[src/rtl/minmax_pkg.sv]
// Shared types and constants for the stream min/max tracker.
package minmax_pkg;

  localparam int DATA_W = 8;

  typedef enum logic [1:0] {
    IDLE   = 2'd0,
    ACCUM  = 2'd1,
    REPORT = 2'd2
  } state_e;

  // Width of index/count fields for a frame of 'window' samples.
  function automatic int idx_w(input int window);
    return $clog2(window);
  endfunction

endpackage

[src/rtl/stream_minmax_tracker_cmp.sv]
// 8-bit unsigned ripple magnitude comparator: eq_o = (a_i == b_i), gt_o = (a_i > b_i).
module minmax_mag_cmp
  import minmax_pkg::*;
(
  input  logic [DATA_W-1:0] a_i,
  input  logic [DATA_W-1:0] b_i,
  output logic              eq_o,
  output logic              gt_o
);

  // Ripple from the MSB; the first differing bit decides the ordering.
  always_comb begin
    eq_o = 1'b1;
    gt_o = 1'b0;
    for (int i = DATA_W - 1; i >= 0; i--) begin
      if (eq_o && (a_i[i] != b_i[i])) begin
        gt_o = a_i[i];
        eq_o = 1'b0;
      end
    end
  end

endmodule

[src/rtl/stream_minmax_tracker.sv]
// Per-frame max/min tracker with first-occurrence indices over fixed-length frames.
// Handshakes: a sample moves when in_valid & in_ready at a rising edge; a result moves
// when out_valid & out_ready at a rising edge. in_ready and out_valid are registered and
// never depend combinationally on in_valid or out_ready.
module stream_minmax_tracker
  import minmax_pkg::*;
#(
  parameter  int WINDOW = 16,
  localparam int IDX_W  = idx_w(WINDOW)
) (
  input  logic              clk,
  input  logic              rst,
  input  logic              clear,
  input  logic              in_valid,
  input  logic [DATA_W-1:0] in_data,
  output logic              in_ready,
  output logic              out_valid,
  input  logic              out_ready,
  output logic [DATA_W-1:0] max_val,
  output logic [DATA_W-1:0] min_val,
  output logic [IDX_W-1:0]  max_idx,
  output logic [IDX_W-1:0]  min_idx,
  output logic [IDX_W-1:0]  count,
  output state_e            dbg_state
);

  // Count carries one extra bit so that WINDOW == 2**IDX_W is representable.
  localparam logic [IDX_W:0] CNT_ONE  = (IDX_W + 1)'(1);
  localparam logic [IDX_W:0] CNT_LAST = (IDX_W + 1)'(WINDOW - 1);

  state_e              state_q, state_d;
  logic [DATA_W-1:0]   max_q, max_d, min_q, min_d;
  logic [IDX_W-1:0]    max_idx_q, max_idx_d, min_idx_q, min_idx_d;
  logic [IDX_W:0]      count_q, count_d;
  logic                in_ready_q, in_ready_d;
  logic                out_valid_q, out_valid_d;

  logic max_eq, max_gt, min_eq, min_gt;
  logic accept, max_upd, min_upd;

  // Sample vs running max: gt means the sample is a new maximum.
  minmax_mag_cmp u_cmp_max (
    .a_i  (in_data),
    .b_i  (max_q),
    .eq_o (max_eq),
    .gt_o (max_gt)
  );

  // Running min vs sample: gt means the sample is a new minimum.
  minmax_mag_cmp u_cmp_min (
    .a_i  (min_q),
    .b_i  (in_data),
    .eq_o (min_eq),
    .gt_o (min_gt)
  );

  assign accept  = in_valid & in_ready_q;
  // A tie never moves the extreme, which keeps the first-occurrence index.
  assign max_upd = max_gt & ~max_eq;
  assign min_upd = min_gt & ~min_eq;

  // Next-state and datapath update; clear overrides any accept or result handshake.
  always_comb begin
    state_d   = state_q;
    max_d     = max_q;
    min_d     = min_q;
    max_idx_d = max_idx_q;
    min_idx_d = min_idx_q;
    count_d   = count_q;
    if (clear) begin
      state_d = IDLE;
      count_d = '0;
    end else begin
      case (state_q)
        IDLE: begin
          if (accept) begin
            max_d     = in_data;
            min_d     = in_data;
            max_idx_d = '0;
            min_idx_d = '0;
            count_d   = CNT_ONE;
            state_d   = ACCUM;
          end
        end
        ACCUM: begin
          if (accept) begin
            if (max_upd) begin
              max_d     = in_data;
              max_idx_d = count_q[IDX_W-1:0];
            end
            if (min_upd) begin
              min_d     = in_data;
              min_idx_d = count_q[IDX_W-1:0];
            end
            count_d = count_q + CNT_ONE;
            if (count_q == CNT_LAST) state_d = REPORT;
          end
        end
        REPORT: begin
          if (out_valid_q && out_ready) begin
            state_d = IDLE;
            count_d = '0;
          end
        end
        default: begin
          state_d = IDLE;
          count_d = '0;
        end
      endcase
    end
    in_ready_d  = (state_d != REPORT);
    out_valid_d = (state_d == REPORT);
  end

  // FSM, datapath and registered handshake outputs; reset clears everything at once.
  always_ff @(posedge clk or posedge rst) begin
    if (rst) begin
      state_q     <= IDLE;
      max_q       <= '0;
      min_q       <= '0;
      max_idx_q   <= '0;
      min_idx_q   <= '0;
      count_q     <= '0;
      in_ready_q  <= 1'b0;
      out_valid_q <= 1'b0;
    end else begin
      state_q     <= state_d;
      max_q       <= max_d;
      min_q       <= min_d;
      max_idx_q   <= max_idx_d;
      min_idx_q   <= min_idx_d;
      count_q     <= count_d;
      in_ready_q  <= in_ready_d;
      out_valid_q <= out_valid_d;
    end
  end

  assign in_ready  = in_ready_q;
  assign out_valid = out_valid_q;
  assign max_val   = max_q;
  assign min_val   = min_q;
  assign max_idx   = max_idx_q;
  assign min_idx   = min_idx_q;
  assign count     = count_q[IDX_W-1:0];
  assign dbg_state = state_q;

endmodule

[config.mk]
export PLATFORM = sky130hd
export DESIGN_NAME = stream_minmax_tracker
export DESIGN_NICKNAME = d
export VERILOG_FILES = /design/src/rtl/minmax_pkg.sv /design/src/rtl/stream_minmax_tracker_cmp.sv /design/src/rtl/stream_minmax_tracker.sv
export SDC_FILE = /design/constraint.sdc
export NUM_CORES = 1
export LEC_CHECK = 0
export CORE_UTILIZATION = 30
export DETAILED_ROUTE_END_ITERATION = 12
export GPL_ROUTABILITY_DRIVEN = 0
export PLACE_DENSITY_LB_ADDON = 0.08
export SLEW_MARGIN = 20
export SYNTH_ARGS = -nofsm -noshare
export SYNTH_HDL_FRONTEND = slang
export SYNTH_SLANG_ARGS = --single-unit
[constraint.sdc]
create_clock -name clk -period 2.9 [get_ports clk]
set_input_delay 0.29 -clock clk [delete_from_list [all_inputs] [get_ports clk]]
set_output_delay 0.29 -clock clk [all_outputs]
set_load 0.01 [all_outputs]
[Word-level counts from Yosys, hierarchy flattened]
Cells that the tools add are included.
Operators by class
  multiplexer cells: 57
  shifts and indexed selects: 0
  bitwise gates (word level): 6
  equality and inequality tests: 28
  reduce and logical (&&, ||, !) cells: 20
  $mul: 0
  divide/modulo/power cells: 0
  $lt $le $gt $ge: 0
  add/subtract/negate cells: 1
Operators with widths (count)
  8-bit two-way mux: 5
  1-bit two-way mux: 32
  8-bit case mux with 2 select lines: 2
  4-bit two-way mux: 5
  5-bit two-way mux: 4
  1-bit inequality test: 16
  4-bit case mux with 2 select lines: 2
  1-bit logical AND: 15
  5-bit case mux with 3 select lines: 1
  2-bit two-way mux: 5
  2-bit inequality test, second input constant: 5
  5-bit AND reduction: 2
  3-bit inequality test, second input constant: 3
  2-bit case mux with 3 select lines: 1
  5-bit by 1-bit adder with 5-bit output, second input constant: 1
  5-bit by 4-bit == test with 1-bit output, second input constant: 1
  2-bit == test, second input constant: 2
  1-bit bitwise AND: 3
  1-bit NOT: 3
  3-bit AND reduction: 1
  2-bit by 1-bit == test with 1-bit output, second input constant: 1
  2-bit zero test: 1
  2-bit nonzero test: 1
Word-level totals
  bits in latches: 0
  word-level logic and storage cells: 120
  ROM bits: 0
  memories kept: 0
  input bits: 13
  flip-flop bits (word level): 33
  output and inout bits: 32
  RAM bits: 0

[Logic depth before layout (Yosys ltp)]
  depth in word-level cells: 21
  depth in mapped cells: 7
  gate-level depth less buffers: 7

[Hierarchy]
A second synthesis with hierarchy kept.
Unflattened totals
  cells, all modules: 189
  area, all modules: 2034.5 µm²
By module, submodules not included
  stream_minmax_tracker: times used 1, sequential area each 825.8 µm², cells each 117, area an instance 1549.0 µm²
  minmax_mag_cmp: times used 2, sequential area each 0.0 µm², cells each 36, area an instance 242.7 µm²

[Worst setup path after synthesis]
Ideal clock, no wire load.
  kind: reg-to-reg
  from: register max_q[7] (netlist: max_val[7])
  to: register max_idx_q[0] (netlist: max_idx[0])
  setup time: 0.125 ns
  required time: 2.775 ns
  cell stages (with the launch flop): 8
  buffers on the path: 0
  setup slack: 0.619 ns
  clock period less this slack: 2.281 ns
  arrival: 2.156 ns
  cell sequence: dfrtp_1 > inv_1 > ha_1 > and3b_1 > a2111oi_4 > o31ai_2 > a22oi_4 > mux2_4
Between the ends
  cells in the longest elaborated chain, start to end: 20
  elaborated cells on any way between the ends: 28
  those cells by class: 2 x eq/ne; 16 x mux; 2 x bitwise; 8 x reduce/logical
Ends and longest elaborated chain
  from (decl): line stream_minmax_tracker.sv:32  | logic [DATA_W-1:0] max_q, max_d, min_q, min_d;
  from (signal assigned): line stream_minmax_tracker.sv:128  | max_q <= max_d;
  1-bit inequality test *: line stream_minmax_tracker_cmp.sv:16  | if (eq_o && (a_i[i] != b_i[i])) begin
  1-bit two-way mux: line stream_minmax_tracker_cmp.sv:16
  1-bit logical AND: line stream_minmax_tracker_cmp.sv:16
  1-bit two-way mux: line stream_minmax_tracker_cmp.sv:16
  1-bit logical AND: line stream_minmax_tracker_cmp.sv:16
  1-bit two-way mux: line stream_minmax_tracker_cmp.sv:16
  1-bit logical AND: line stream_minmax_tracker_cmp.sv:16
  1-bit two-way mux: line stream_minmax_tracker_cmp.sv:16
  [4 not listed]
  1-bit logical AND: line stream_minmax_tracker_cmp.sv:16
  1-bit two-way mux: line stream_minmax_tracker_cmp.sv:16
  1-bit logical AND: line stream_minmax_tracker_cmp.sv:16
  1-bit two-way mux: line stream_minmax_tracker_cmp.sv:16
  1-bit NOT: line stream_minmax_tracker.sv:59  | assign max_upd = max_gt & ~max_eq;
  1-bit bitwise AND *: line stream_minmax_tracker.sv:59
  2-bit inequality test (no source line) *
  5-bit AND reduction (no source line) *
  to (signal assigned): line stream_minmax_tracker.sv:130  | max_idx_q <= max_idx_d;
  to (decl): line stream_minmax_tracker.sv:33  | logic [IDX_W-1:0] max_idx_q, max_idx_d, min_idx_q, min_idx_d;
Every way passes the cells marked *; elsewhere a longest branch is shown, timed or not.
A chain may end at the register's enable or synchronous reset.

[Worst setup path after layout]
  from: input in_data[7]
  to: register max_idx_q[3] (netlist: max_idx[3])
Between the ends
  cells in the longest elaborated chain, start to end: 20
  elaborated cells on any way between the ends: 28
  those cells by class: 2 x eq/ne; 16 x mux; 2 x bitwise; 8 x reduce/logical
Ends and longest elaborated chain
  from (decl): line stream_minmax_tracker.sv:15  | input logic [DATA_W-1:0] in_data,
  1-bit inequality test: line stream_minmax_tracker_cmp.sv:16
  1-bit two-way mux: line stream_minmax_tracker_cmp.sv:16
  1-bit logical AND: line stream_minmax_tracker_cmp.sv:16
  1-bit two-way mux: line stream_minmax_tracker_cmp.sv:16
  1-bit logical AND: line stream_minmax_tracker_cmp.sv:16
  1-bit two-way mux: line stream_minmax_tracker_cmp.sv:16
  1-bit logical AND: line stream_minmax_tracker_cmp.sv:16
  1-bit two-way mux: line stream_minmax_tracker_cmp.sv:16
  [4 not listed]
  1-bit logical AND: line stream_minmax_tracker_cmp.sv:16
  1-bit two-way mux: line stream_minmax_tracker_cmp.sv:16
  1-bit logical AND: line stream_minmax_tracker_cmp.sv:16
  1-bit two-way mux: line stream_minmax_tracker_cmp.sv:16
  1-bit NOT: line stream_minmax_tracker.sv:59
  1-bit bitwise AND *: line stream_minmax_tracker.sv:59
  2-bit inequality test (no source line) *
  5-bit AND reduction (no source line) *
Marked as above.

==> impl_metrics.tcl <==
set metrics [dict create \
    core_area_sq_um 5960 \
    yosysWarnings 0 \
    nNetsFinal 223 \
    clkSinkCount 33 \
    cts.repair.resized 0 \
    hpwlAfterDp_um 3230 \
    cts_setup_buffers 0 \
    placed_cells 274 \
    worst-setup-path-type "in -> reg" \
    die_x_um 80.8 \
    cts-hold-fix-buffers 0 \
    rsz0062_at_grt "false" \
    grt_pass1_vias 1414 \
    path_clk_slew_ns 0.07 \
    setup_viol 0 \
    antenna_found_initial 0 \
    slew_headroom_pct 57.9 \
    drive_gt1_share_pct 20.3 \
    drt-initial-drc-count 25 \
    h-tree-depth 2 \
    postSynth.asyncResetShare_pct 100 \
    crit_path_end_kind "flop" \
    worstPathRequired_ns 3.07 \
    stdcell_count 282 \
    num_rows 28 \
    r2r_cells 7 \
    start_kind "input port" \
    netlist_instances 157 \
    port_buffers 44 \
    worst_slew_pin_slew_ns 0.629 \
    syn_to_final_growth_pct 31.5 \
    drt-total-wl_um 4210 \
    ys_types 45 \
    crit_path_start "in_data[7]" \
    fmax_ghz 0.410 \
    arrival_ns 2.61 \
    synth-seq-cells 33 \
    start_util_pct 31.3 \
    layout_min_cycle_time_ns 2.44 \
    fin_crit_sh_pct 84.2 \
    cts_buffers 5 \
    crit_path_max_fanout 9 \
    tns_ns 0 \
    fin_ws_ns 0.458 \
    layout_commonest_cell "clkdlybuf4s50_1" \
    synth.cell_area_sq_um 1860 \
    avgViaCountPerCell 4.79 \
    diodes 0 \
    r2r_slack_ns 0.51 \
    p_total_w 0.00144 \
    dp_slack_ns 0.124 \
    overflow 0 \
    leakagePower_nw 1.08 \
    mostFrequentLayoutCells "clkdlybuf4s50_1, dfrtp_1, inv_1, a21oi_1, nor2_1" \
    drv_slew 0 \
    syn_avg_cell_area_sq_um 11.9 \
    drtPass1Iterations 4 \
    clkLatencyLatePin_ns 0.28 \
    worst_ir_drop_vdd_mv 0.202 \
    tritoncts "done" \
    clockRootBuffer "clkbuf_8" \
    die_area_sq_um 6520 \
    grt_use_total_pct 14.3 \
    ant_nets 0 \
    clock_tree.buffer_depth 2 \
    wl_per_cell_um 14.9 \
    die_h_um 80.8 \
    synth_nets 174 \
    pin_count 45 \
    fin_skew_ns 0.00322 \
    synth_seq_area_share_pct 44.4 \
    crit_end "max_idx[3]" \
    rr_endpoint "max_idx[3]" \
    hold_class "in -> async" \
    synth_edf_count 0 \
    drv_cap 0 \
    status "finished clean" \
    grt_pass1_wl_um 6930 \
    finalHoldViolations 0 \
    grt_max_degree 34 \
    power_density_nw_per_um2 589 \
    r2r-start "max_val[7]" \
    synthFlopType "dfrtp_1" \
    vias 1350 \
    drc 0 \
]
==> routing by layer <==
layer  part of all wire (%)  vias up  track usage [%]
met4                   0.50        0             4.82
met5                      0        -                0
met1                     46      667             17.6
met2                     50       28             24.1
met3                    3.7        2             4.04
li1                       -      653                -
==> critical path: stages <==
cell             delay [ns]
clkdlybuf4s50_1        0.44
ha_1                   0.35
and3b_1                0.21
a2111oi_4              0.38
o31ai_2                0.16
a22oi_4                0.44
mux2_4                 0.34
==> cell families (layout without fill, tap and decap cells) <==
kind of cell	Yosys count	in the layout	share of synthesized area (%)
simple gates	46	46	16.1
flops	33	33	44.4
compound gates	29	29	14.0
mux	23	23	15.1
buf+inv	18	68	5.85
fa+ha+maj	4	4	2.69
xor+xnor	4	4	1.88
==> cell usage after synthesis (3+ instances only) <==
cell       count  area (sq um)
a21oi_1        9          45.0
and2_2         4          30.0
buf_4          4          30.0
dfrtp_1       33           826
ha_1           4          50.1
inv_1         11          41.3
mux2_1         6          67.6
mux2_2         7          78.8
mux2_4         7           105
mux2i_1        3          30.0
nand2_1        6          22.5
nand2b_1       3          18.8
nand3b_1       3          22.5
nor2_1         8          30.0
nor2b_1        6          37.5
o2111ai_1      3          26.3
xnor2_1        4          35.0
==> flip-flops by register name, summed over array words and instances, names as in the netlist <==
signal     cells
in_ready       1
dbg_state      2
min_idx        4
out_valid      1
max_val        8
max_idx        4
min_val        8
count_q        5
==> report_power, final <==
part | internal, W | leakage (nW) | switching, W
Clock | 0.000166 | 0.0450 | 0.000172
Combinational | 0.000284 | 0.616 | 0.000207
Sequential | 0.000534 | 0.416 | 0.0000779
==> stage by stage <==
| step | utilization [%] | area, sq um | hold WS [ns] |
|---|---|---|---|
| 2_1_floorplan | - | 1860 | 0.419 |
| 3_3_place_gp | 39.7 | 2370 | 0.495 |
| 3_5_place_dp | 39.7 | 2370 | 0.497 |
| 4_1_cts | 41.1 | 2450 | 0.424 |
| 5_1_grt | 41.1 | 2450 | 0.484 |
| 6_report | 41.1 | 2450 | 0.415 |
==> area by class of cell <==
| type | instances | area [sq um] |
|---|---|---|
| Tap cell | 75 | 93.8 |
| Fill cell | 608 | 3510 |
| Timing Repair Buffer | 49 | 478 |
| Clock inverter | 2 | 10.0 |
| Clock buffer | 6 | 72.6 |
| Inverter | 11 | 41.3 |
| Multi-Input combinational cell | 106 | 927 |
| Sequential cell | 33 | 826 |
==> worst min path at each step <==
| stage | from | end | slack, ns |
|---|---|---|---|
| 6_report | rst | min_val[0] | 0.41 |
| 5_1_grt | rst | min_idx[0] | 0.48 |
| 4_1_cts | rst | max_idx[1] | 0.42 |
| 3_5_place_dp | min_idx[0] | min_idx[0] | 0.50 |
| 3_3_place_gp | min_idx[3] | min_idx[3] | 0.49 |
| 2_1_floorplan | rst | count_q[0] | 0.42 |
Note: power is estimated with default switching activity, not from simulation.
